[src/rtl/delay_enable_pkg.sv]
// Shared types for the multi-channel delay-pulse generator.
// Also provides the ns-to-cycles conversion used for the reset delay value.
package delay_enable_pkg;

   typedef enum logic [1:0] {
      ONESHOT   = 2'd0,
      RETRIGGER = 2'd1,
      PERIODIC  = 2'd2,
      RSVD      = 2'd3
   } delay_mode_t;

   typedef enum logic {
      IDLE  = 1'b0,
      COUNT = 1'b1
   } channel_state_t;

   function automatic int unsigned ns_to_cycles(input int unsigned delay_ns,
                                                input int unsigned clk_period_ns);
      return delay_ns / clk_period_ns;
   endfunction

endpackage

[src/rtl/multi_delay_enable_if.sv]
// Control/status bundle for multi_delay_enable: per-channel config, triggers and pulse outputs.
interface multi_delay_enable_if
   import delay_enable_pkg::*;
#(
   parameter int unsigned NR_OF_CHANNELS_P = 4,
   parameter int unsigned COUNTER_WIDTH_P  = 16
);

   logic        [NR_OF_CHANNELS_P-1:0][COUNTER_WIDTH_P-1:0] cr_delay_cycles;
   delay_mode_t [NR_OF_CHANNELS_P-1:0]                      cr_mode;
   logic        [NR_OF_CHANNELS_P-1:0]                      start;
   logic        [NR_OF_CHANNELS_P-1:0]                      stop;
   logic        [NR_OF_CHANNELS_P-1:0]                      delay_out;
   logic        [NR_OF_CHANNELS_P-1:0]                      busy;
   logic        [NR_OF_CHANNELS_P-1:0]                      trigger_lost;

   modport master (
      output cr_delay_cycles, cr_mode, start, stop,
      input  delay_out, busy, trigger_lost
   );

   modport slave (
      input  cr_delay_cycles, cr_mode, start, stop,
      output delay_out, busy, trigger_lost
   );

endinterface

[src/rtl/delay_enable_channel.sv]
// One delay channel: IDLE/COUNT FSM with a down-counter and registered pulse/status outputs.
module delay_enable_channel
   import delay_enable_pkg::*;
#(
   parameter int unsigned COUNTER_WIDTH_P = 16
) (
   input  logic                       i_clk,
   input  logic                       i_rst,
   input  logic [COUNTER_WIDTH_P-1:0] i_delay,
   input  delay_mode_t                i_mode,
   input  logic                       i_start,
   input  logic                       i_stop,
   output logic                       o_delay_out,
   output logic                       o_busy,
   output logic                       o_trigger_lost
);

   localparam logic [COUNTER_WIDTH_P-1:0] ONE_LP = COUNTER_WIDTH_P'(1);

   channel_state_t               r_state;
   logic [COUNTER_WIDTH_P-1:0]   r_cnt;
   logic                         r_delay_out;
   logic                         r_busy;
   logic                         r_trigger_lost;

   logic [COUNTER_WIDTH_P-1:0]   w_load_val;
   logic                         w_expire;
   logic                         w_restartable;

   // D=0 loads the same count as D=1 so the pulse still comes one cycle after the start.
   always_comb begin
      w_load_val    = (i_delay == '0) ? '0 : (i_delay - ONE_LP);
      w_expire      = (r_state == COUNT) && (r_cnt == '0);
      w_restartable = (i_mode == RETRIGGER) || (i_mode == PERIODIC);
   end

   always_ff @(posedge i_clk) begin
      if (i_rst) begin
         r_state        <= IDLE;
         r_cnt          <= '0;
         r_delay_out    <= 1'b0;
         r_busy         <= 1'b0;
         r_trigger_lost <= 1'b0;
      end else begin
         r_delay_out    <= 1'b0;
         r_trigger_lost <= 1'b0;
         if (i_stop) begin
            r_state <= IDLE;
            r_busy  <= 1'b0;
         end else begin
            unique case (r_state)
               IDLE: begin
                  if (i_start) begin
                     r_cnt   <= w_load_val;
                     r_state <= COUNT;
                     r_busy  <= 1'b1;
                  end
               end
               COUNT: begin
                  if (w_expire) begin
                     r_delay_out <= 1'b1;
                     if ((i_mode == PERIODIC) || i_start) begin
                        r_cnt <= w_load_val;
                     end else begin
                        r_state <= IDLE;
                        r_busy  <= 1'b0;
                     end
                  end else if (i_start && w_restartable) begin
                     r_cnt <= w_load_val;
                  end else begin
                     r_trigger_lost <= i_start;
                     r_cnt          <= r_cnt - ONE_LP;
                  end
               end
               default: begin
                  r_state <= IDLE;
                  r_busy  <= 1'b0;
               end
            endcase
         end
      end
   end

   assign o_delay_out    = r_delay_out;
   assign o_busy         = r_busy;
   assign o_trigger_lost = r_trigger_lost;

endmodule

[src/rtl/multi_delay_enable.sv]
// Multi-channel programmable delay-pulse generator: NR_OF_CHANNELS_P independent channels,
// each emitting a one-cycle pulse a programmable number of cycles after its start.
module multi_delay_enable
   import delay_enable_pkg::*;
#(
   parameter int unsigned NR_OF_CHANNELS_P   = 4,
   parameter int unsigned COUNTER_WIDTH_P    = 16,
   parameter int unsigned CLK_PERIOD_P       = 10,
   parameter int unsigned DEFAULT_DELAY_NS_P = 1000
) (
   input  logic                 clk,
   input  logic                 rst,
   multi_delay_enable_if.slave  bus
);

   localparam int unsigned DEFAULT_DELAY_CYCLES_LP = ns_to_cycles(DEFAULT_DELAY_NS_P, CLK_PERIOD_P);

   if ((COUNTER_WIDTH_P < 32) && ((DEFAULT_DELAY_CYCLES_LP >> COUNTER_WIDTH_P) != 0)) begin : g_rst_delay_chk
      $error("multi_delay_enable: reset delay of %0d cycles does not fit %0d-bit counter",
             DEFAULT_DELAY_CYCLES_LP, COUNTER_WIDTH_P);
   end

   logic [NR_OF_CHANNELS_P-1:0] w_delay_out;
   logic [NR_OF_CHANNELS_P-1:0] w_busy;
   logic [NR_OF_CHANNELS_P-1:0] w_trigger_lost;

   for (genvar g = 0; g < NR_OF_CHANNELS_P; g++) begin : g_ch
      delay_enable_channel #(
         .COUNTER_WIDTH_P (COUNTER_WIDTH_P)
      ) u_channel (
         .i_clk          (clk),
         .i_rst          (rst),
         .i_delay        (bus.cr_delay_cycles[g]),
         .i_mode         (bus.cr_mode[g]),
         .i_start        (bus.start[g]),
         .i_stop         (bus.stop[g]),
         .o_delay_out    (w_delay_out[g]),
         .o_busy         (w_busy[g]),
         .o_trigger_lost (w_trigger_lost[g])
      );
   end

   assign bus.delay_out    = w_delay_out;
   assign bus.busy         = w_busy;
   assign bus.trigger_lost = w_trigger_lost;

endmodule

[src/flat_wrapper.sv]
// flat-port wrapper written by rule: the top's interface ports become plain ports
module multi_delay_enable_flat import delay_enable_pkg::*;
#(
   parameter int unsigned NR_OF_CHANNELS_P   = 4,
   parameter int unsigned COUNTER_WIDTH_P    = 16,
   parameter int unsigned CLK_PERIOD_P       = 10,
   parameter int unsigned DEFAULT_DELAY_NS_P = 1000
)
  (clk, rst, bus_cr_delay_cycles, bus_cr_mode, bus_start, bus_stop, bus_delay_out, bus_busy, bus_trigger_lost);
  multi_delay_enable_if #(.NR_OF_CHANNELS_P(NR_OF_CHANNELS_P), .COUNTER_WIDTH_P(COUNTER_WIDTH_P)) bus_i ();
  input  logic clk;
  input  logic rst;
  input wire logic [$bits(bus_i.cr_delay_cycles)-1:0] bus_cr_delay_cycles;
  input wire logic [$bits(bus_i.cr_mode)-1:0] bus_cr_mode;
  input wire logic [$bits(bus_i.start)-1:0] bus_start;
  input wire logic [$bits(bus_i.stop)-1:0] bus_stop;
  output wire logic [$bits(bus_i.delay_out)-1:0] bus_delay_out;
  output wire logic [$bits(bus_i.busy)-1:0] bus_busy;
  output wire logic [$bits(bus_i.trigger_lost)-1:0] bus_trigger_lost;
  assign bus_i.cr_delay_cycles = bus_cr_delay_cycles;
  assign bus_i.cr_mode = bus_cr_mode;
  assign bus_i.start = bus_start;
  assign bus_i.stop = bus_stop;
  assign bus_delay_out = bus_i.delay_out;
  assign bus_busy = bus_i.busy;
  assign bus_trigger_lost = bus_i.trigger_lost;
  multi_delay_enable #(.NR_OF_CHANNELS_P(NR_OF_CHANNELS_P), .COUNTER_WIDTH_P(COUNTER_WIDTH_P), .CLK_PERIOD_P(CLK_PERIOD_P), .DEFAULT_DELAY_NS_P(DEFAULT_DELAY_NS_P)) u_core (.clk(clk), .rst(rst), .bus(bus_i));
endmodule
[config.mk]
export PLATFORM = sky130hd
export DESIGN_NAME = multi_delay_enable_flat
export DESIGN_NICKNAME = d
export VERILOG_FILES = /design/src/rtl/delay_enable_pkg.sv /design/src/rtl/multi_delay_enable_if.sv /design/src/rtl/delay_enable_channel.sv /design/src/rtl/multi_delay_enable.sv /design/src/flat_wrapper.sv
export SDC_FILE = /design/constraint.sdc
export NUM_CORES = 1
export LEC_CHECK = 0
export CAP_MARGIN = 40
export CORE_MARGIN = 5
export CORE_UTILIZATION = 50
export CTS_CLUSTER_SIZE = 25
export DETAILED_ROUTE_END_ITERATION = 7
export DONT_BUFFER_PORTS = 1
export SETUP_SLACK_MARGIN = 0.1
export SYNTH_ARGS = -nofsm -noshare
export SYNTH_HDL_FRONTEND = slang
export SYNTH_SLANG_ARGS = --single-unit
[constraint.sdc]
create_clock -name clk -period 3.62 [get_ports clk]
set_input_delay 0.543 -clock clk [delete_from_list [all_inputs] [get_ports clk]]
set_output_delay 0.543 -clock clk [all_outputs]
set_load 0.05 [all_outputs]
* After elaboration in Yosys (flattened, before gate mapping)
Cells that the tools add are included.
** Storage, ports and cells
- Bits in registers :: 80
- Input port bits :: 82
- Output and inout bits :: 12
- Logic and storage cells :: 164
** Operators by class
- Add/subtract/negate cells :: 8
- Equality and inequality tests :: 24
- Multiplexer cells :: 60
- Bitwise gates (word level) :: 8
- Reductions and logical operators :: 44
** Operators with widths (number)
- 2-to-1 mux 16 bit :: 20
- zero test 16 bit :: 8
- case mux 16 bit (2 select lines) :: 4
- subtractor 16 x 1 -> 16 bit (second input constant) :: 8
- 2-to-1 mux 1 bit :: 28
- AND reduction 3 bit :: 8
- OR reduction 5 bit :: 4
- != test 2 bit (second input constant) :: 8
- case mux 1 bit (2 select lines) :: 8
- != test 3 x 2 -> 1 bit (second input constant) :: 4
- OR reduction 3 bit :: 4
- == test 2 x 1 -> 1 bit (second input constant) :: 4
- == test 2 bit (second input constant) :: 4
- logical AND 1 bit :: 8
- logical OR 1 bit :: 8
- != test 2 x 1 -> 1 bit (second input constant) :: 4
- NOT 1 bit :: 8
- OR reduction 2 bit :: 4

* Longest topological paths before layout
- Depth after elaboration :: 6
- Gate-level depth with buffers :: 10
- Mapped depth without buffers :: 9

* By module
Synthesis repeated with hierarchy kept, for this count alone.
** Unflattened totals
- Cell total of the unflattened synthesis :: 804
- Area total of the unflattened synthesis :: 6168.4 um^2
** By module, submodules not included
- delay_enable_channel (u_core.g_ch[0].u_channel ...) :: times used 2, cells an instance 203, area each 1576.5 um^2, seq. area each 400.4 um^2
- delay_enable_channel (u_core.g_ch[2].u_channel ...) :: times used 2, cells an instance 199, area each 1507.7 um^2, seq. area each 400.4 um^2

* Worst setup path after synthesis
OpenSTA, ideal clock, no wires.
- Kind :: input to register
- From :: input port bus_cr_delay_cycles[9]
- To :: register u_core.g_ch[0].u_channel.r_cnt[15]
- Setup time :: 0.134 ns
- Arrival time :: 2.347 ns
- Path slack :: 1.139 ns
- Stages on the path :: 6
- Buffers on the path :: 0
- Cell sequence :: or4_1 -> or4_4 -> nor3_1 -> mux2_2 -> o221ai_1 -> a21oi_1
** On the way
- Word-level cells in the longest chain between the ends :: 5
- Elaborated cells on any way between the ends :: 8
** Ends and longest elaborated chain
- from (decl) :: RTL line flat_wrapper.sv:13 : input wire logic [$bits(bus_i.cr_delay_cycles)-1:0] bus_cr_delay_cycles;
- subtractor 16 x 1 -> 16 bit or zero test 16 bit (tied branches) :: RTL line delay_enable_channel.sv:32 : w_load_val = (i_delay == '0) ? '0 : (i_delay - ONE_LP);
- 2-to-1 mux 16 bit (*) :: RTL line delay_enable_channel.sv:32
- 2-to-1 mux 16 bit (on tied branches) :: RTL line delay_enable_channel.sv:68, delay_enable_channel.sv:62
- 2-to-1 mux 16 bit :: RTL line delay_enable_channel.sv:60 : if (w_expire) begin
- case mux 16 bit (2 select lines) (*) :: RTL line delay_enable_channel.sv:51 : unique case (r_state)
- to (signal assigned) :: RTL line delay_enable_channel.sv:54 : r_cnt <= w_load_val;
- to (signal assigned) :: RTL line delay_enable_channel.sv:63 : r_cnt <= w_load_val;
- to (signal assigned) :: RTL line delay_enable_channel.sv:69 : r_cnt <= w_load_val;
- to (decl) :: RTL line delay_enable_channel.sv:21 : logic [COUNTER_WIDTH_P-1:0] r_cnt;
Mark *: on every way between the ends. The rest lies on a longest branch, timed or not. The select of a mux whose other input is x is not followed.
A chain may end at the register's enable or synchronous reset.

* Worst setup path after layout
- From :: register u_core.g_ch[0].u_channel.r_cnt[1]
- To :: register u_core.g_ch[0].u_channel.r_cnt[3]
** On the way
- Word-level cells in the longest chain between the ends :: 4
- Elaborated cells on any way between the ends :: 8
** Ends and longest elaborated chain (RTL line)
- subtractor 16 x 1 -> 16 bit or zero test 16 bit (tied branches) :: delay_enable_channel.sv:72, delay_enable_channel.sv:33
- 2-to-1 mux 16 bit or logical AND 1 bit (tied branches) :: delay_enable_channel.sv:68, delay_enable_channel.sv:33
- 2-to-1 mux 16 bit or != test 3 x 2 -> 1 bit (tied branches)
- case mux 16 bit (2 select lines) or AND reduction 3 bit (tied branches)
Several ways; a longest one is shown, not always the timed one.

==> run_results.csv <==
group,metric,value,unit
status,outcome,"completed",
critical_path,cp-start-kind,"flop",
critical_path,arrival,2.96,ns
timing,rsz0062_at_grt,"false",
cts,cts-resized-gates,0,
die,row_count,39,
cts,cts_hold_buf,0,
timing,tightest_slew,0.8505,ns
synthesis,avgSynthCellArea,7.405,sq um
layout,syn2layout_area_growth,6.437,%
global_route,grt_usage,22.36,%
timing,fin_worst_skew,0.008799,ns
layout,stdcell_count,927,
synthesis,async_flop_share,0,%
critical_path,rrSetupSlack,0.92,ns
timing,finalHoldViolCount,0,
flow_run,drv_cap,0,
critical_path,endpoint,"u_core.g_ch[0].u_channel.r_cnt[3]",
cts,clock_sinks,80,
route,remaining_drc_errors,0,
route,ant_nets,0,
cts,cts_buffer_depth,2,
route,drt_wl_total,16.02,mm
critical_path,startpoint,"u_core.g_ch[0].u_channel.r_cnt[1]",
synthesis,synth-main-ff-cell,"dfxtp_1",
place,portBuffers,0,
timing,setup-violations-final,0,
synthesis,yosysSeqAreaShare,27.10,%
synthesis,synth.area.top_cells,"dfxtp_1, nor2_1, o21ai_0, nor3_1, a21oi_1",
critical_path,crit_path_max_fanout,11,
die,dieArea,14090,sq um
power_and_ir_drop,ir_drop,0.2052,mV
die,initial_core_util,51.31,%
timing,finalSetupTns,0,ns
synthesis,synth_top_area_cell,"dfxtp_1",
synthesis,synth_top_area_share,27.10,%
die,io-pin-count,94,
global_route,grt_pass1_wl,26.53,mm
synthesis,synthTopCellsByCount,"nor2_1, dfxtp_1, o21ai_0, nor3_1, a21oi_1",
critical_path,r2r-end,"u_core.g_ch[0].u_channel.r_cnt[3]",
timing,slew_headroom,42.78,%
place,dp.cells,911,
place,hpwlAfterDp,11.95,mm
route,avgRoutedWirePerCell,17.28,um
cts,cts_root_buf,"clkbuf_16",
critical_path,rr_worst_depth,8,
timing,slew_violations,0,
cts,htree_levels,3,
global_route,antenna_found_initial,0,
cts,clk-insertion-delay-late,0.35,ns
power_and_ir_drop,p_per_area,438.2,nW/um^2
layout,drive_above_1_share,7.526,%
layout,n_fill_cell,1111,
synthesis,ys_types,65,
cts,cts-buffers-inserted,9,
timing,post-route-period-util,74.58,%
global_route,first_global_vias,5531,
synthesis,synth_area,5909,sq um
critical_path,reg2reg_from,"u_core.g_ch[0].u_channel.r_cnt[1]",
cts,cts_setup_buffers,0,
critical_path,cp-end-kind,"flop",
synthesis,synth_warnings,0,
timing,worst_hold_slack,0.2603,ns
global_route,grt_overflow,0,
critical_path,required,3.88,ns
die,dieHeight,118.7,um
synthesis,ys_ff_latch,80,
synthesis,synth_most_common_cell,"nor2_1",
power_and_ir_drop,cellLeakagePower,2.292,nW
route,viasPerCell,6.395,
synthesis,synth_edf_count,0,
route,vias,5928,
route,drt_first_iter_violations,560,
timing,fin_crit,2.700,ns
cts,cts_tree,"done",
layout,utilization,54.62,%
route,dr.pass1.iters,5,
layout,fin_nets,877,
layout,diodes,0,
global_route,grt_max_degree,55,
power_and_ir_drop,total_power,0.002756,W
place,routabilityCongestion,0.9698,
synthesis,syn_inst,798,
min_path,hp-class,"primary input to flop",
critical_path,criticalPathCategory,"flop to flop",
die,fp.coreArea,11520,sq um
die,fp.dieW,118.7,um
synthesis,synth_nets,896,
timing,max_freq,0.3704,GHz
cts,clk_pin_slew,0.06,ns
power by group:
part | total (W) | internal [W] | switching (W)
clock network | 0.00101 | 0.000626 | 0.000381
logic | 0.000718 | 0.000289 | 0.000429
registers | 0.00103 | 0.000946 | 0.0000844
registers in the layout, summed over array words and instances (netlist names):
name	count
u_core.g_ch.u_channel.r_state	4
u_core.g_ch.u_channel.r_cnt	64
u_core.g_ch.u_channel.o_delay_out	4
u_core.g_ch.u_channel.o_busy	4
u_core.g_ch.u_channel.o_trigger_lost	4
stage by stage:
step	cell area [sq um]	worst slack (ns)
5_1_grt	6290	0.6834
6_report	6290	0.9200
2_1_floorplan	5909	1.139
3_5_place_dp	5967	0.9579
4_1_cts	6290	0.9393
3_3_place_gp	5967	1.025
layout make-up:
class | instances | area, sq um | share of cell area [%]
Multi-Input combinational cell | 633 | 3931 | 62.50
Tap cell | 143 | 178.9 | 2.845
Sequential cell | 80 | 1602 | 25.46
Timing Repair Buffer | 13 | 97.59 | 1.552
Inverter | 42 | 157.7 | 2.506
Clock buffer | 12 | 246.5 | 3.919
Clock inverter | 4 | 76.32 | 1.213
cells in the final DEF, fill, tap and decap left out, drive strengths merged, types with 5 or more instances in the layout:
master / instances
a211oi: 10
a21oi: 49
a221oi: 6
a22oi: 9
a31oi: 13
a32o: 5
a32oi: 8
buf: 13
clkbuf: 12
dfxtp: 80
ha: 16
inv: 43
mux2i: 6
nand2: 43
nand3: 18
nand4: 12
nor2: 94
nor3: 64
nor3b: 5
nor4: 29
nor4b: 6
o21a: 6
o21ai: 68
o22ai: 19
o32ai: 9
or2: 8
or3: 14
or4: 14
xnor2: 27
xor2: 20
worst max-delay path, cell delays in order (launching register included):
cell and delay [ns]:
dfxtp_1 0.32, inv_1 0.11, ha_1 0.18, or3b_2 0.49, nor4_4 0.40, nor2_2 0.18, nor2_1 0.63, a22oi_1 0.15
o22ai_1 0.16
worst min-delay path by stage:
stage          cells past startpoint                            endpoint                               start  slack [ns]
5_1_grt                            1   u_core.g_ch[0].u_channel.r_cnt[1]                                 rst        0.25
6_report                           1   u_core.g_ch[0].u_channel.r_cnt[1]                                 rst        0.26
3_5_place_dp                       2  u_core.g_ch[0].u_channel.r_cnt[15]  u_core.g_ch[0].u_channel.r_cnt[15]        0.45
3_3_place_gp                       2  u_core.g_ch[0].u_channel.r_cnt[15]  u_core.g_ch[0].u_channel.r_cnt[15]        0.44
2_1_floorplan                      2  u_core.g_ch[0].u_channel.r_cnt[15]  u_core.g_ch[0].u_channel.r_cnt[15]        0.43
4_1_cts                            1  u_core.g_ch[3].u_channel.r_cnt[14]                                 rst        0.26
routing by layer:
layer  vias up  wire [um]  GRT usage [%]
met2       192       7585          36.63
met3        26       1020          4.967
li1       2940          -              -
met1      2770       7099          29.34
met4         0        313          7.096
met5         -          0              0
cell families after synthesis:
group                      share of synthesized area, %
DFF                                               27.10
adders and majority gates                         3.388
AOI/OAI and AO/OA                                 24.88
and+or+nand+nor                                   29.71
buffers and inverters                             6.373
xor gates and xnor gates                          6.966
muxes                                             1.588
No activity file was read; power rests on OpenSTA's default activity.
